$ cat src/rtl/filt_pkg.sv
// filt_pkg: shared sample width, byte tags and packer state type for the filter output path
package filt_pkg;
    localparam int SAMPLE_W = 18;
    localparam logic [1:0] TAG_B0 = 2'b10;
    localparam logic [1:0] TAG_B1 = 2'b00;
    localparam logic [1:0] TAG_B2 = 2'b01;
    localparam logic [7:0] SYNC_BYTE = 8'hFF;
    typedef enum logic [2:0] {ST_IDLE, ST_SYNC, ST_B0, ST_B1, ST_B2} packer_state_t;
    function automatic logic [7:0] tag_byte(input logic [1:0] tag, input logic [5:0] bits);
        return {tag, bits};
    endfunction
endpackage

$ cat src/rtl/sample_fifo.sv
// sample_fifo: power-of-2 sample buffer with registered read on pop and a combinational head peek
module sample_fifo
    import filt_pkg::*;
#(
    parameter int DEPTH = 16,
    parameter int W = SAMPLE_W
) (
    input  logic                     clk,
    input  logic                     rst,
    input  logic                     push,
    input  logic [W-1:0]             wr_data,
    input  logic                     pop,
    output logic [W-1:0]             head,
    output logic [W-1:0]             rd_data,
    output logic                     full,
    output logic                     empty,
    output logic [$clog2(DEPTH):0]   level
);
    localparam int AW = $clog2(DEPTH);
    localparam int LW = AW + 1;

    logic [W-1:0]  mem_q [DEPTH];
    logic [AW-1:0] wr_ptr_q, wr_ptr_d, rd_ptr_q, rd_ptr_d;
    logic [LW-1:0] level_q, level_d;
    logic [W-1:0]  rd_data_q, rd_data_d;

    // pointers wrap naturally at DEPTH; the level counter tracks occupancy
    always_comb begin
        wr_ptr_d  = wr_ptr_q + AW'(push);
        rd_ptr_d  = rd_ptr_q + AW'(pop);
        level_d   = level_q + LW'(push) - LW'(pop);
        rd_data_d = pop ? mem_q[rd_ptr_q] : rd_data_q;
    end

    // control state register
    always_ff @(posedge clk) begin
        if (rst) begin
            wr_ptr_q  <= '0;
            rd_ptr_q  <= '0;
            level_q   <= '0;
            rd_data_q <= '0;
        end else begin
            wr_ptr_q  <= wr_ptr_d;
            rd_ptr_q  <= rd_ptr_d;
            level_q   <= level_d;
            rd_data_q <= rd_data_d;
        end
    end

    // storage array, no reset needed since level gates every read
    always_ff @(posedge clk) begin
        if (push) mem_q[wr_ptr_q] <= wr_data;
    end

    assign head    = mem_q[rd_ptr_q];
    assign rd_data = rd_data_q;
    assign full    = level_q == LW'(DEPTH);
    assign empty   = level_q == '0;
    assign level   = level_q;
endmodule

$ cat src/rtl/sample_byte_packer.sv
// sample_byte_packer: buffers 18-bit samples and streams each as 3 tagged bytes; SAMPLE_PACKER_SYNC_EN adds periodic 8'hFF sync bytes
module sample_byte_packer
    import filt_pkg::*;
#(
    parameter int DEPTH     = 16,
    parameter int FRAME_LEN = 64,
    parameter int DROP_W    = 16
) (
    input  logic                   clk,
    input  logic                   rst,
    input  logic [SAMPLE_W-1:0]    sample_in,
    input  logic                   sample_valid,
    output logic [7:0]             tx_data,
    output logic                   tx_valid,
    input  logic                   tx_ready,
    output logic [$clog2(DEPTH):0] fifo_level,
    output logic                   overflow,
    output logic [DROP_W-1:0]      drop_count
);
    if (DEPTH < 2 || (DEPTH & (DEPTH - 1)) != 0 || FRAME_LEN < 1) begin : g_bad_param
        $error("sample_byte_packer: DEPTH must be a power of 2 >= 2 and FRAME_LEN >= 1");
    end

    logic                push, pop, drop, full, empty, hs;
    logic [SAMPLE_W-1:0] head, hold;
    packer_state_t       state_q, state_d;
    logic                tx_valid_q, tx_valid_d;
    logic [7:0]          tx_data_q, tx_data_d;
    logic                overflow_q, overflow_d;
    logic [DROP_W-1:0]   drop_count_q, drop_count_d;
`ifdef SAMPLE_PACKER_SYNC_EN
    localparam int FW = FRAME_LEN > 1 ? $clog2(FRAME_LEN) : 1;
    logic [FW-1:0] frame_cnt_q, frame_cnt_d;
`endif

    sample_fifo #(.DEPTH(DEPTH), .W(SAMPLE_W)) u_fifo (
        .clk(clk), .rst(rst), .push(push), .wr_data(sample_in), .pop(pop),
        .head(head), .rd_data(hold), .full(full), .empty(empty), .level(fifo_level)
    );

    // the source cannot stall, so a push while full (pre-edge) is dropped and counted
    always_comb begin
        drop         = sample_valid && full;
        push         = sample_valid && !full;
        overflow_d   = overflow_q | drop;
        drop_count_d = drop_count_q + DROP_W'(drop && !(&drop_count_q));
    end

    // byte sequencer: pop in IDLE, then present each byte until it is accepted
    always_comb begin
        state_d    = state_q;
        tx_valid_d = tx_valid_q;
        tx_data_d  = tx_data_q;
        pop        = 1'b0;
        hs         = tx_valid_q && tx_ready;
`ifdef SAMPLE_PACKER_SYNC_EN
        frame_cnt_d = frame_cnt_q;
`endif
        case (state_q)
            ST_IDLE: if (!empty) begin
                pop        = 1'b1;
                tx_valid_d = 1'b1;
`ifdef SAMPLE_PACKER_SYNC_EN
                state_d    = frame_cnt_q == '0 ? ST_SYNC : ST_B0;
                tx_data_d  = frame_cnt_q == '0 ? SYNC_BYTE : tag_byte(TAG_B0, head[17:12]);
`else
                state_d    = ST_B0;
                tx_data_d  = tag_byte(TAG_B0, head[17:12]);
`endif
            end
`ifdef SAMPLE_PACKER_SYNC_EN
            ST_SYNC: if (hs) begin
                state_d   = ST_B0;
                tx_data_d = tag_byte(TAG_B0, hold[17:12]);
            end
`endif
            ST_B0: if (hs) begin
                state_d   = ST_B1;
                tx_data_d = tag_byte(TAG_B1, hold[11:6]);
            end
            ST_B1: if (hs) begin
                state_d   = ST_B2;
                tx_data_d = tag_byte(TAG_B2, hold[5:0]);
            end
            ST_B2: if (hs) begin
                state_d    = ST_IDLE;
                tx_valid_d = 1'b0;
`ifdef SAMPLE_PACKER_SYNC_EN
                frame_cnt_d = frame_cnt_q == FW'(FRAME_LEN - 1) ? '0 : frame_cnt_q + FW'(1);
`endif
            end
            default: begin
                state_d    = ST_IDLE;
                tx_valid_d = 1'b0;
            end
        endcase
    end

    // output and sequencer registers; reset abandons any byte in flight
    always_ff @(posedge clk) begin
        if (rst) begin
            state_q      <= ST_IDLE;
            tx_valid_q   <= 1'b0;
            tx_data_q    <= '0;
            overflow_q   <= 1'b0;
            drop_count_q <= '0;
`ifdef SAMPLE_PACKER_SYNC_EN
            frame_cnt_q  <= '0;
`endif
        end else begin
            state_q      <= state_d;
            tx_valid_q   <= tx_valid_d;
            tx_data_q    <= tx_data_d;
            overflow_q   <= overflow_d;
            drop_count_q <= drop_count_d;
`ifdef SAMPLE_PACKER_SYNC_EN
            frame_cnt_q  <= frame_cnt_d;
`endif
        end
    end

    assign tx_valid   = tx_valid_q;
    assign tx_data    = tx_data_q;
    assign overflow   = overflow_q;
    assign drop_count = drop_count_q;
endmodule

$ cat config.mk
export PLATFORM = sky130hd
export DESIGN_NAME = sample_byte_packer
export DESIGN_NICKNAME = d
export VERILOG_FILES = /design/src/rtl/filt_pkg.sv /design/src/rtl/sample_fifo.sv /design/src/rtl/sample_byte_packer.sv
export SDC_FILE = /design/constraint.sdc
export NUM_CORES = 1
export LEC_CHECK = 0
export BUFFER_PORTS_ARGS = -buffer_cell sky130_fd_sc_hd__buf_4
export CAP_MARGIN = 0
export CORE_MARGIN = 5
export CORE_UTILIZATION = 47
export DETAILED_ROUTE_END_ITERATION = 10
export SLEW_MARGIN = 20
export SYNTH_ARGS = -nofsm -noshare
export SYNTH_HDL_FRONTEND = slang
export SYNTH_HIERARCHICAL = 1
export SYNTH_SLANG_ARGS = --single-unit
$ cat constraint.sdc
create_clock -name clk -period 4.27 [get_ports clk]
set_clock_uncertainty 0.05 [all_clocks]
set_input_delay 0.6405 -clock clk [delete_from_list [all_inputs] [get_ports clk]]
set_output_delay 0.6405 -clock clk [all_outputs]
set_load 0.02 [all_outputs]
Word-level counts from Yosys, hierarchy flattened --
Memory sizes are Yosys's and may differ from the RTL's. A register that Yosys moved wholly into a read port is not among the register bits. Index checks and enable logic that the tools add are counted.
Word-level totals: register bits after elaboration 54, latch bits 0, bits in writable memories 288, ROM bits 0, input bits 22, output and inout port bits 31, logic and storage cells 56, memories kept 1
Memories:
- u_fifo.mem_q | depth 16, width 18, rd ports 1, clocked after Yosys merged registers in 1, wr ports 1, RTL line sample_fifo.sv:22 | logic [W-1:0] mem_q [DEPTH];
Cells by class: add/subtract/negate cells 5, multiply operators 0, div/mod/pow operators 0, $lt $le $gt $ge 0, equal/unequal tests 8, shift operators 0, multiplexer cells 17, bitwise gates (word level) 2, reductions and logical operators 14
Operators with widths (number):
- $mux W8 | 3
- $pmux W8 S3 | 1
- $add A16 B1 Y16 | 1
- $reduce_and A16 Y1 | 1
- $mux W3 | 4
- $pmux W3 S4 | 1
- $add A4 B1 Y4 | 2
- $ne A2 B2 Y1 const B | 4
- $reduce_and A4 Y1 | 2
- $eq A3 B2 Y1 const B | 2
- $mux W1 | 6
- $add A5 B1 Y5 | 1
- $eq A5 B5 Y1 const B | 1
- $logic_not A5 Y1 | 1
- $sub A5 B1 Y5 | 1
- $logic_and A1 B1 Y1 | 4
- $mux W4 | 1
- $eq A3 B3 Y1 const B | 1
- $logic_not A3 Y1 | 1
- $pmux W1 S3 | 1
- $reduce_and A3 Y1 | 1
- $reduce_bool A3 Y1 | 1
- $logic_not A1 Y1 | 2
- $reduce_or A2 Y1 | 1
- other kinds (2) | 2

Logic depth before layout (Yosys ltp) --
depth in word-level cells 5, gate-level depth with buffers 14, gate-level depth less buffers 13

Modules after synthesis --
Netlist, hierarchy kept.
Modules (own cells, without submodules):
- sample_fifo | instances 1, cells each 643, area an instance 12375.6 µm², sequential area each 9268.9 µm²
- sample_byte_packer | instances 1, cells each 168, area an instance 1436.4 µm², sequential area each 580.6 µm²

Worst setup path after synthesis --
No wires, ideal clock.
kind flip-flop to flip-flop, start register u_fifo.level_q[2], in the netlist u_fifo/level[2], end memory u_fifo/mem_q[0][0] (netlist name), enable pin, setup time 0.416 ns, arrival time 2.983 ns, data required time 3.804 ns, path slack 0.822 ns, stages on the path, launching flop included 7, path buffers 0, clock period less this slack 3.448 ns, cell sequence dfxtp_1 -> inv_1 -> ha_1 -> and4_1 -> nor2b_1 -> or3b_2 -> nor3_1
On the way: word-level cells in the longest chain between the ends 5
Ends and longest elaborated chain:
- from (decl) | RTL line sample_fifo.sv:24 | logic [LW-1:0] level_q, level_d;
- from (signal assigned) | RTL line sample_fifo.sv:45 | level_q <= level_d;
- $eq A5 B5 Y1 | RTL line sample_fifo.sv:57 | assign full = level_q == LW'(DEPTH);
- via full | RTL line sample_byte_packer.sv:24 | logic push, pop, drop, full, empty, hs;
- $logic_not A1 Y1 | RTL line sample_byte_packer.sv:44 | push = sample_valid && !full;
- $logic_and A1 B1 Y1 | RTL line sample_byte_packer.sv:44
- via push | RTL line sample_byte_packer.sv:24
- $mux W1 | RTL line sample_fifo.sv:52 | if (push) mem_q[wr_ptr_q] <= wr_data;
- $mux W1 (implied by the code) | RTL line sample_fifo.sv:52
- to (decl) | RTL line sample_fifo.sv:22
The timed path passes the listed nets, and every way through them passes these cells.

Worst setup path after layout --
start register u_fifo.level_q[2], in the netlist u_fifo/level[2], end register u_fifo.level_q[4], in the netlist u_fifo/level[4]
On the way: elaborated cells between the ends (all ways) 8, classes of those cells add/sub (2); eq/ne (1); mux (2); reduce/logical (3)
RTL lines:
- $logic_not A5 Y1 | RTL line sample_fifo.sv:58 | assign empty = level_q == '0;
- via empty | RTL line sample_byte_packer.sv:24
- $mux W1 | RTL line sample_byte_packer.sv:60 | ST_IDLE: if (!empty) begin
- $mux W1 | RTL line sample_byte_packer.sv:59 | case (state_q)
- via pop | RTL line sample_byte_packer.sv:24
- $sub A5 B1 Y5 | RTL line sample_fifo.sv:31 | level_d = level_q + LW'(push) - LW'(pop);
The timed path passes the listed nets, and every way through them passes these cells. A chain may end at the register's enable or synchronous reset.

==> run metrics <==
status=finished, final reports clean; cell mode on critical path=ha_1; Leak=5.28 nW; TNS Setup=0 ns; CTS root buf=clkbuf_16; final period utilization=a little under 80%; pin count of the biggest net entering global routing=between 50 and 60; cts hold-fix bufs=0; worst endpoint required time=between 4 and 5 ns; Avg Inst Size Synth=about 17 um^2; most used routing layer=met2; Hold Crit Depth=3; Critical Path Sink Type=flop; DRT antenna net count=0; Core ar.=0.0286 mm^2; HP Class=input port to flop; global-route wire length before repair=44600 um; min Tclk post-route=3.32 ns; remaining global-route overflow=0; slowest CP cell=nor4b_1; Post-Synthesis Cells=787; setup bufs post-CTS=0; Critical Path Start Type=flop; YS warnings=6; slowest stage delay, CP=0.47 ns; Critical Path AT=around 3.7 ns; Residual DRC=0; Die W=180 um; CP delay by family, top=simple AND/OR/NAND/NOR gates; GP Congestion=0.783; DP HPWL=18300 um; Post-CTS Resized=0; nets=900; fin util=54.8%; layout cells sized above 1=26.4%; DR vias/cell=5.66; clk_lat worst skew=slightly above 0.5 ns; Die ar.=about 0.032 mm^2; clock tree buffer depth=3; Rows=62; Critical Path, Cell by Cell=inv_1, ha_1, nor4b_1, or4_4, inv_2, ha_1, inv_1, ha_1, fa_1, a21oi_1, nor2_1, or3_1, a21oi_1; RSZ-0062 raised after global routing=false; average wire per cell in the routed design=22.8 um; drt first pass iters=5; Die H=180 um; DR vias=7182; Syn-to-layout area delta=15.4%; WP buf/inv=3; M2 GR Usage=28.1%; Netlist Area Pre-Place=between 0.01 and 0.015 mm^2; final-report max-slew violation count=0; Routed WL=28900 um; total CTS buffers=36; Layout fillers=~2200; Setup CP Type=flop to flop; worst reg2reg path depth=13; CTS H-tree depth=2; # clock sinks=342; achievable frequency=about 300 MHz; clock slew at reported path FFs=0.06 ns; # diodes=0; Rel. slew slack=31.5%; Critical Path Fanout Max=17; Final setup viols=0; IO Port Bufs=52; Worst IR Drop VDD=about 0.28 mV; Synth Net Count=a little over 800; post-route setup slack=0.946 ns; power density cells=582 mW/mm^2; Total Routing Usage GR=roughly 18%; detailed router's first-iteration violation count=435; vias in the first global route=7408; initial antenna violation count=0; final hold violation count=0; DP Worst Slack=0.940 ns; Crit path depth=13; TritonCTS clock tree=done; M3 GR Usage=between 3 and 4%; Worst Tran Pin Value=1.03 ns; I/O Pins=53; Inst Count DP=1210; Non-Filler Instances=around 1300; met1 Use GR=26.0%; starting density of the core=47.5%; max-cap viol count=0
==> placed cells by master, fill, tap and decap left out, types with 6 or more instances in the layout <==
cell type and n:
xnor2_1 6, clkbuf_1 6, o21ai_0 6, a22o_1 18, nand2_1 7, a21oi_1 30
nor2b_1 21, nor2_2 12, mux2_2 24, nand4_1 9, o31ai_1 7, nor2_1 53
clkbuf_16 37, edfxtp_1 288, mux4_2 54, dfxtp_1 52, ha_1 13, o21a_1 12
mux2i_1 36, a211oi_1 6, inv_1 12, buf_4 82, a2bb2oi_1 18, nand3_1 10
==> worst reg2reg max path, stage by stage, from the launching register on <==
cell and delay (ns):
dfxtp_1 0.33, inv_1 0.10, ha_1 0.18, nor4b_1 0.47, or4_4 0.28, inv_2 0.14, ha_1 0.31, inv_1 0.04
ha_1 0.20, fa_1 0.43, a21oi_1 0.16, nor2_1 0.06, or3_1 0.35, a21oi_1 0.16
==> metrics by stage <==
stage	hold slack, ns	instance area (um^2)	power (mW)
after floorplan	0.456	13600	5.62
after global placement	0.421	14600	6.15
after detailed placement	0.421	14600	6.19
after CTS	0.351	15700	9.24
after global routing	0.386	15700	9.56
final	0.366	15700	9.13
==> final cells by class <==
type                    instances  area [um^2]  share of cell area, %
inverters                      14         52.6                  0.335
clock inverters                14          178                   1.13
clock buffers                  44          962                   6.13
multi-input cells             387         3650                   23.2
repair buffers                 83          636                   4.05
flip-flops and latches        342         9730                   62.0
well taps                     384          480                   3.06
==> report_power, final <==
part           internal, mW  switching [mW]
Combinational          1.04           0.994
Sequential             3.82           0.233
Clock                  1.84            1.20
==> path summary, 6_finish.rpt <==
kind                                      start         endpoint  slack, ns
worst max-delay path            u_fifo/level[2]  u_fifo/level[4]       0.95
worst min-delay path               sample_valid         overflow       0.37
worst max register to register  u_fifo/level[2]  u_fifo/level[4]       0.95
worst min register to register       tx_data[6]       tx_data[6]       0.43
==> flip-flops by register name, indices dropped and copies added (netlist names), 3 cells and up <==
name	flops
u_fifo/mem_q	288
drop_count	16
u_fifo/rd_data	12
tx_data	8
u_fifo/level	5
u_fifo/rd_ptr_q	4
u_fifo/wr_ptr_q	4
state_q	3
==> metal layers <==
layer  up-vias  wire length, um
li1       3252                -
met1      3685            13000
met2       206            13700
met3        39             1750
met4         0              495
met5         -                0
Power figures use the tool's default switching activity.
